===== src/rtl/jogador_automatico_pkg.sv =====
// Shared constants for the autonomous memory-game player: FSM state codes,
// the "never inject an error" marker and small one-hot helpers.
package jogador_automatico_pkg;

    // FSM state codes (also shown on db_estado)
    localparam logic [2:0] INICIAL     = 3'd0;
    localparam logic [2:0] PULSO_JOGAR = 3'd1;
    localparam logic [2:0] ESPERA      = 3'd2;
    localparam logic [2:0] AMOSTRA     = 3'd3;
    localparam logic [2:0] PRESSIONA   = 3'd4;
    localparam logic [2:0] SOLTA       = 3'd5;
    localparam logic [2:0] FIM         = 3'd6;

    // erro_em value meaning "always press the right button"
    localparam logic [3:0] ERRO_NUNCA = 4'hF;

    // True when exactly one bit of v is set
    function automatic logic um_quente(input logic [3:0] v);
        return (v != 4'd0) && ((v & (v - 4'd1)) == 4'd0);
    endfunction

    // Rotate left by one: 0001->0010, 1000->0001 (wrong-button generator)
    function automatic logic [3:0] rot_esq(input logic [3:0] v);
        return {v[2:0], v[3]};
    endfunction

endpackage


===== src/rtl/jogador_automatico_contador_m.sv =====
// Modulo-M counter with synchronous clear (zera has priority over conta)
// and a terminal-count flag (fim) that is high while the count is M-1.
module contador_m #(
    parameter int M = 8,
    parameter int W = (M > 1) ? $clog2(M) : 1
) (
    input  logic clock,
    input  logic reset,
    input  logic zera,
    input  logic conta,
    output logic fim
);

    localparam logic [W-1:0] ULTIMO = W'(M - 1);

    logic [W-1:0] valor_q;

    // Count register: clear, hold or advance with wrap at M-1
    always_ff @(posedge clock or posedge reset) begin
        // NOTE: sequential state uses non-blocking (<=) so every flop samples pre-edge values.
        if (reset) begin
            valor_q <= '0;
        end else if (zera) begin
            valor_q <= '0;
        end else if (conta) begin
            valor_q <= (valor_q == ULTIMO) ? '0 : valor_q + 1'b1;
        end
    end

    assign fim = (valor_q == ULTIMO);

endmodule


===== src/rtl/jogador_automatico.sv =====
// Autonomous player for jogo_desafio_memoria: pulses jogar, then repeatedly
// waits, samples the game's LEDs, presses the matching button for
// HOLD_CICLOS cycles and releases it, until the game reports pronto.
// erro_em selects a play index at which the wrong button is pressed.
module jogador_automatico
    import jogador_automatico_pkg::*;
#(
    parameter int HOLD_CICLOS   = 4,
    parameter int ESPERA_CICLOS = 8
) (
    input  logic       clock,
    input  logic       reset,
    input  logic       iniciar,
    input  logic [3:0] erro_em,
    input  logic [3:0] leds,
    input  logic       pronto,
    input  logic       ganhou,
    input  logic       perdeu,
    output logic       jogar,
    output logic [3:0] botoes,
    output logic       ocupado,
    output logic       fim,
    output logic       resultado,
    output logic [3:0] db_jogadas,
    output logic [3:0] db_estado
);

    logic [2:0] estado_q, estado_d;
    logic [3:0] botao_q, botao_d;
    logic [3:0] jogadas_q, jogadas_d;
    logic       resultado_q, resultado_d;
    logic       jogar_q, ocupado_q, fim_q;
    logic [3:0] botoes_q;
    logic       espera_fim, hold_fim;
    logic       ativo;

    // Timers are held at zero outside their state, so each entry starts at 0
    contador_m #(.M(ESPERA_CICLOS)) u_timer_espera (
        .clock (clock),
        .reset (reset),
        .zera  (estado_q != ESPERA),
        .conta (estado_q == ESPERA),
        .fim   (espera_fim)
    );

    contador_m #(.M(HOLD_CICLOS)) u_timer_hold (
        .clock (clock),
        .reset (reset),
        .zera  (estado_q != PRESSIONA),
        .conta (estado_q == PRESSIONA),
        .fim   (hold_fim)
    );

    // States in which game completion is watched
    assign ativo = (estado_q == ESPERA) || (estado_q == AMOSTRA) ||
                   (estado_q == PRESSIONA) || (estado_q == SOLTA);

    // Next-state, button latch, press counter and result logic
    always_comb begin
        // NOTE: every variable gets a default first so no latch is inferred.
        estado_d    = estado_q;
        botao_d     = botao_q;
        jogadas_d   = jogadas_q;
        resultado_d = resultado_q;

        case (estado_q)
            INICIAL, FIM: begin
                if (iniciar) begin
                    estado_d    = PULSO_JOGAR;
                    jogadas_d   = 4'd0;
                    resultado_d = 1'b0;
                end
            end
            PULSO_JOGAR: estado_d = ESPERA;
            ESPERA: begin
                if (espera_fim) estado_d = AMOSTRA;
            end
            AMOSTRA: begin
                if (um_quente(leds)) begin
                    botao_d  = (erro_em != ERRO_NUNCA && jogadas_q == erro_em)
                               ? rot_esq(leds) : leds;
                    estado_d = PRESSIONA;
                end else begin
                    estado_d = ESPERA;
                end
            end
            PRESSIONA: begin
                if (hold_fim) estado_d = SOLTA;
            end
            SOLTA: begin
                if (jogadas_q != 4'hF) jogadas_d = jogadas_q + 4'd1;
                estado_d = ESPERA;
            end
            default: estado_d = INICIAL;
        endcase

        // Game over wins over timers and any pending press
        if (pronto && ativo) begin
            estado_d    = FIM;
            resultado_d = ganhou;
        end
    end

    // State and registered (Moore) outputs decoded from the next state
    always_ff @(posedge clock or posedge reset) begin
        if (reset) begin
            estado_q    <= INICIAL;
            botao_q     <= 4'd0;
            jogadas_q   <= 4'd0;
            resultado_q <= 1'b0;
            jogar_q     <= 1'b0;
            ocupado_q   <= 1'b0;
            fim_q       <= 1'b0;
            botoes_q    <= 4'd0;
        end else begin
            estado_q    <= estado_d;
            botao_q     <= botao_d;
            jogadas_q   <= jogadas_d;
            resultado_q <= resultado_d;
            jogar_q     <= (estado_d == PULSO_JOGAR);
            ocupado_q   <= (estado_d >= PULSO_JOGAR) && (estado_d <= SOLTA);
            fim_q       <= (estado_d == FIM);
            botoes_q    <= (estado_d == PRESSIONA) ? botao_d : 4'd0;
        end
    end

    assign jogar      = jogar_q;
    assign botoes     = botoes_q;
    assign ocupado    = ocupado_q;
    assign fim        = fim_q;
    assign resultado  = resultado_q;
    assign db_jogadas = jogadas_q;
    assign db_estado  = {1'b0, estado_q};

endmodule


===== config.mk =====
export PLATFORM = sky130hd
export DESIGN_NAME = jogador_automatico
export DESIGN_NICKNAME = d
export VERILOG_FILES = /design/src/rtl/jogador_automatico_pkg.sv /design/src/rtl/jogador_automatico_contador_m.sv /design/src/rtl/jogador_automatico.sv
export SDC_FILE = /design/constraint.sdc
export NUM_CORES = 1
export LEC_CHECK = 0
export CAP_MARGIN = 40
export CORE_ASPECT_RATIO = 0.9
export CORE_MARGIN = 2
export CORE_UTILIZATION = 49
export DETAILED_ROUTE_END_ITERATION = 10
export PLACE_DENSITY = 0.79
export SLEW_MARGIN = 20
export SYNTH_ARGS = -nofsm -noshare
export SYNTH_HDL_FRONTEND = slang
export SYNTH_SLANG_ARGS = --single-unit

===== constraint.sdc =====
create_clock -name clock -period 2.5 [get_ports clock]
set_input_delay 0.5 -clock clock [delete_from_list [all_inputs] [get_ports clock]]
set_output_delay 0.5 -clock clock [all_outputs]
set_load 0.01 [all_outputs]

-- After elaboration in Yosys (flattened, before gate mapping)
Index checks and enable logic that the tools add are counted.
Widths: inputs -> output; s select.
- flip-flop bits (word level): 24
- input bits: 14
- output and inout bits: 16
- word-level logic and storage cells: 76
- add/sub/neg operators: 4
- $lt $le $gt $ge: 2
- eq/ne operators: 18
- mux-type cells: 22
- bitwise logic cells: 1
- reduce and logical (&&, ||, !) cells: 19
- operators by type and width (operator ; number):
    $mux 3 ; 8
    $mux 4 ; 6
    $eq 3x3->1 const B ; 6
    $pmux 3 s5 ; 1
    $reduce_bool 2->1 ; 5
    $ne 4x4->1 const B ; 2
    $pmux 4 s2 ; 1
    $eq 3x1->1 const B ; 2
    $eq 3x2->1 const B ; 2
    $mux 2 ; 3
    $add 4x1->4 const B ; 1
    $and 4x4->4 ; 1
    $eq 4x4->1 ; 1
    $logic_and 1x1->1 ; 4
    $logic_not 4->1 ; 1
    $reduce_bool 4->1 ; 1
    $reduce_or 2->1 ; 2
    $sub 4x1->4 const B ; 1
    $add 3x1->3 const B ; 1
    $ge 3x1->1 const B ; 1
    $le 3x3->1 const B ; 1
    $logic_not 3->1 ; 1
    $logic_or 1x1->1 ; 3
    $mux 1 ; 3
    other kinds (8) ; 8

-- Longest topological paths before layout
- depth in word-level cells: 9
- depth in mapped cells: 8
- mapped depth without buffers: 7

-- Cells and area by module
Synthesis repeated with hierarchy kept, for this count alone.
- cells, all modules: 197
- area total of the unflattened synthesis: 1761.7 µm²
- by module, submodules not included (module ; times used ; cells each ; area each (µm²) ; seq. area each (µm²)):
    jogador_automatico ; 1 ; 175 ; 1502.7 ; 475.5
    contador_m (u_timer_espera) ; 1 ; 13 ; 155.1 ; 75.1
    contador_m (u_timer_hold) ; 1 ; 9 ; 103.8 ; 50.0

-- Least setup slack after synthesis
OpenSTA, ideal clock, no wires.
- path type: flip-flop to flip-flop
- start: register estado_q[2]
- end: register botoes_q[0], in the netlist botoes[0]
- library setup time: 0.089 ns
- data arrival time: 1.730 ns
- data required time: 2.411 ns
- path slack: 0.681 ns
- stages on the path, launching flop included: 9
- buffers on the path: 1
- clock period less this slack: 1.819 ns
- cell sequence: dfrtp_1 > buf_2 > inv_1 > ha_1 > nor2b_1 > nor2_1 > a21oi_1 > o2111ai_1 > a211oi_2
- word-level cells in the longest chain between the ends: 8
- elaborated cells between the ends (all ways): 21
- those cells by class: 7 x eq/ne; 7 x mux; 7 x reduce/logical
- ends and longest elaborated chain (element ; line ; source):
    start, declared ; jogador_automatico.sv:28 ; logic [2:0] estado_q, estado_d;
    start signal, assigned ; jogador_automatico.sv:116 ; estado_q <= estado_d;
    parallel branches: the longest is 7 deep, another holds $pmux 3 s5 ; - ;
    $mux 4 * ; jogador_automatico.sv:123 ; botoes_q <= (estado_d == PRESSIONA) ? botao_d : 4'd0;
    end signal, assigned ; jogador_automatico.sv:123 ;
    end, declared ; jogador_automatico.sv:33 ; logic [3:0] botoes_q;
Mark *: on every way between the ends.
A chain may end at the register's enable or synchronous reset.

-- Worst setup path after layout
- start: input port leds[0]
- end: register botoes_q[0], in the netlist botoes[0]
- word-level cells in the longest chain between the ends: 9
- elaborated cells between the ends (all ways): 13
- those cells by class: 1 x add/sub; 1 x eq/ne; 7 x mux; 1 x bitwise; 3 x reduce/logical
- ends and longest elaborated chain (element ; line ; source):
    start, declared ; jogador_automatico.sv:15 ; input logic [3:0] leds,
    $sub 4x1->4 ; jogador_automatico_pkg.sv:19 ; return (v != 4'd0) && ((v & (v - 4'd1)) == 4'd0);
    $and 4x4->4 ; jogador_automatico_pkg.sv:19 ;
    $logic_not 4->1 ; jogador_automatico_pkg.sv:19 ;
    $logic_and 1x1->1 ; jogador_automatico_pkg.sv:19 ;
    $mux 3 ; jogador_automatico.sv:79 ; if (um_quente(leds)) begin
    $pmux 3 s5 ; jogador_automatico.sv:66 ; case (estado_q)
    $mux 3 ; jogador_automatico.sv:98 ; if (pronto && ativo) begin
    $eq 3x3->1 ; jogador_automatico.sv:123 ;
    $mux 4 * ; jogador_automatico.sv:123 ;
Mark *: on every way between the ends. The rest lies on a longest branch, timed or not.

==> results.json <==
{
  "fin_crit_sh_pct": 87.8,
  "worstHoldStart": "u_timer_espera.valor_q[0]",
  "syn2layout_area_growth_pct": 26.3,
  "yosysTopAreaCell": "dfrtp_1",
  "ys_warn_count": 0,
  "ys_top_cells_by_count": "dfrtp_1, nor2_1, mux2i_1",
  "grt_antenna_before_repair": 0,
  "fin_util_pct": 65.8,
  "core_area_sq_um": 2470,
  "seq_area_frac_synth_pct": 46.7,
  "htreeDepth": 1,
  "dp_hpwl_mm": 2.01,
  "async_flop_share_pct": 100,
  "finalWirelength_mm": 2.58,
  "fin_ws_ns": 0.304,
  "via_per_inst": 5.59,
  "synth-main-ff-cell": "dfrtp_1",
  "io_buffers": 27,
  "cp.required_ns": 2.72,
  "cts_setup_buffers": 0,
  "avgSynthCellArea_sq_um": 10.9,
  "synth_area_sq_um": 1280,
  "reg2reg_to": "botoes[0]",
  "grt_pass1_wl_mm": 4.57,
  "fmax_ghz": 0.455,
  "gp_congestion": 0.801,
  "detail_route.iter0.violations": 25,
  "worstSetupPathType": "input port to flop",
  "start_util_pct": 52.1,
  "grt_max_degree": 25,
  "finalCriticalPeriod_ns": 2.20,
  "cts_inserted_buffers": 3,
  "grt_usage_pct": 20.1,
  "slew-limit-headroom_pct": 61.6,
  "worstHoldPathCells": 1,
  "rows": 17,
  "powerDensity_nw_per_um2": 971,
  "synth_cells": 118,
  "endpoint_kind": "flop",
  "ios": 30,
  "skew_ns": 0.00630,
  "leakage_nw": 0.710,
  "regToRegSetupSlack_ns": 0.35,
  "synth.top_cell.area_share_pct": 46.7,
  "clkSinkCount": 24,
  "die_area_sq_um": 3050,
  "hold_viol": 0,
  "clkTransAtPathRegs_ns": 0.13,
  "cts_root_buf": "clkbuf_4",
  "nets": 167,
  "globalRoute.totalOverflow": 0,
  "ys_types": 39,
  "fillCellCount": 204,
  "dp_worst_setup_slack_ns": -0.0475,
  "crit_path_start_kind": "input port",
  "cts_buffer_depth": 2,
  "setup_viol": 0,
  "tightestPinTransition_ns": 0.575,
  "rsz0062_at_grt": "false",
  "synth_seq_cells": 24,
  "synth.most_common_cell": "dfrtp_1",
  "min_to": "u_timer_espera.valor_q[0]",
  "clkLatencyLatePin_ns": 0.31,
  "cts_tree": "done",
  "cap_viol_max_count": 0,
  "syn_nets": 137,
  "hold_class": "flop to flop",
  "grt_pass1_vias": 1053,
  "final_layout_size_suffix_gt1_share_pct": 10.2,
  "status": "complete, no violations",
  "fp.dieH_um": 52.6,
  "p_total_mw": 1.58,
  "hold_ws_ns": 0.462,
  "antenna_cells": 0,
  "synth-edff-count": 0,
  "drt_pre_antenna_iters": 5,
  "holdBufCountCts": 0,
  "reg2reg_from": "estado_q[2]",
  "peakVddDrop_mv": 0.773,
  "wire_per_inst_um": 14.7,
  "postCtsResizedCells": 0,
  "drc": 0,
  "placed_cell_area_sq_um": 1590,
  "vias": 979,
  "arrival_ns": 2.42,
  "final_max_slew_viol_count": 0,
  "cp_max_fo": 5,
  "final_area_sq_um": 1620,
  "ant_nets": 0,
  "synth.area.top_cells": "dfrtp_1, mux2i_1, ha_1, a211oi_2, xor2_1",
  "ff2ff_path_depth": 6,
  "die_x_um": 58.0
}
## cell families after synthesis
family                   Yosys count  synth area share [%]
multiplexers                       9                  7.11
flip-flops                        24                  46.7
AND/OR/NAND/NOR                   47                  21.8
buffers and inverters              8                  2.92
AO/OA/AOI/OAI                     19                  12.9
other                              1                 0.292
XOR/XNOR                           5                  3.41
adder cells (fa/ha/maj)            5                  4.87
## layer usage
layer,vias to the layer above,routed length (um),global-route usage (%)
met4,0,16,6.98
met1,473,1170,25.6
li1,483,-,-
met5,-,0,0
met2,21,1310,33.7
met3,2,81,4.69
## power breakdown
group	switching [mW]	internal, mW	leakage (nW)
Sequential	0.116	0.513	0.318
Combinational	0.368	0.375	0.372
Clock	0.115	0.0889	0.0210
Total	0.599	0.977	0.710
## cell usage in the layout, fill, tap and decap left out, drive strengths merged
cell	Yosys	layout
clkdlybuf4s50	0	27
dfrtp	24	24
nor2	9	9
mux2i	8	8
a21oi	6	6
nand3	5	5
xor2	5	5
nand2	5	5
ha	5	5
a211oi	5	5
nand2b	4	4
nor3b	4	4
clkbuf	1	4
inv	3	3
nor2b	3	3
and2	3	3
buf	4	3
nor4b	3	3
and3b	2	2
nor3	2	2
o21ai	2	2
nand3b	1	1
and4	1	1
a22oi	1	1
or2	1	1
a2111oi	1	1
o2111ai	1	1
o31a	1	1
or3	1	1
nor4	1	1
and3	1	1
nand4	1	1
mux2	1	1
a22o	1	1
a31oi	1	1
conb	1	1
## registers in the layout, summed over array words and instances, names as in the netlist
name	flops
botao_q	4
fim	1
db_jogadas	4
estado_q	3
ocupado	1
u_timer_hold.valor_q	2
resultado	1
jogar	1
u_timer_espera.valor_q	3
botoes	4
## worst max path at each step
stage | start | endpoint | depth (start not counted)
2_1_floorplan | estado_q[2] | botoes[0] | 8
3_3_place_gp | leds[0] | botoes[1] | 6
3_5_place_dp | leds[3] | botoes[1] | 6
4_1_cts | leds[3] | botoes[0] | 6
5_1_grt | estado_q[2] | botoes[0] | 6
6_report | leds[0] | botoes[0] | 6
## worst max-delay path, stage by stage
cell and delay, ns:
clkdlybuf4s50_1 0.55, nor4b_1 0.32, a211oi_1 0.13, a22oi_1 0.29, o2111ai_1 0.36, a211oi_2 0.27
## stage by stage
stage	cells	setup TNS, ns
3_3_place_gp	171	0
3_5_place_dp	171	-0.106
2_1_floorplan	118	0
4_1_cts	175	0
5_1_grt	175	0
6_report	175	0
## cell type report
class / instances / area (sq um) / share of cell area [%]
Multi-Input combinational cell: 86 / 647 / 39.9
Timing Repair Buffer: 30 / 293 / 18.0
Inverter: 3 / 11.3 / 0.694
Sequential cell: 24 / 601 / 37.0
Tap cell: 28 / 35.0 / 2.16
Clock buffer: 4 / 36.3 / 2.24
Power figures use the tool's default switching activity.
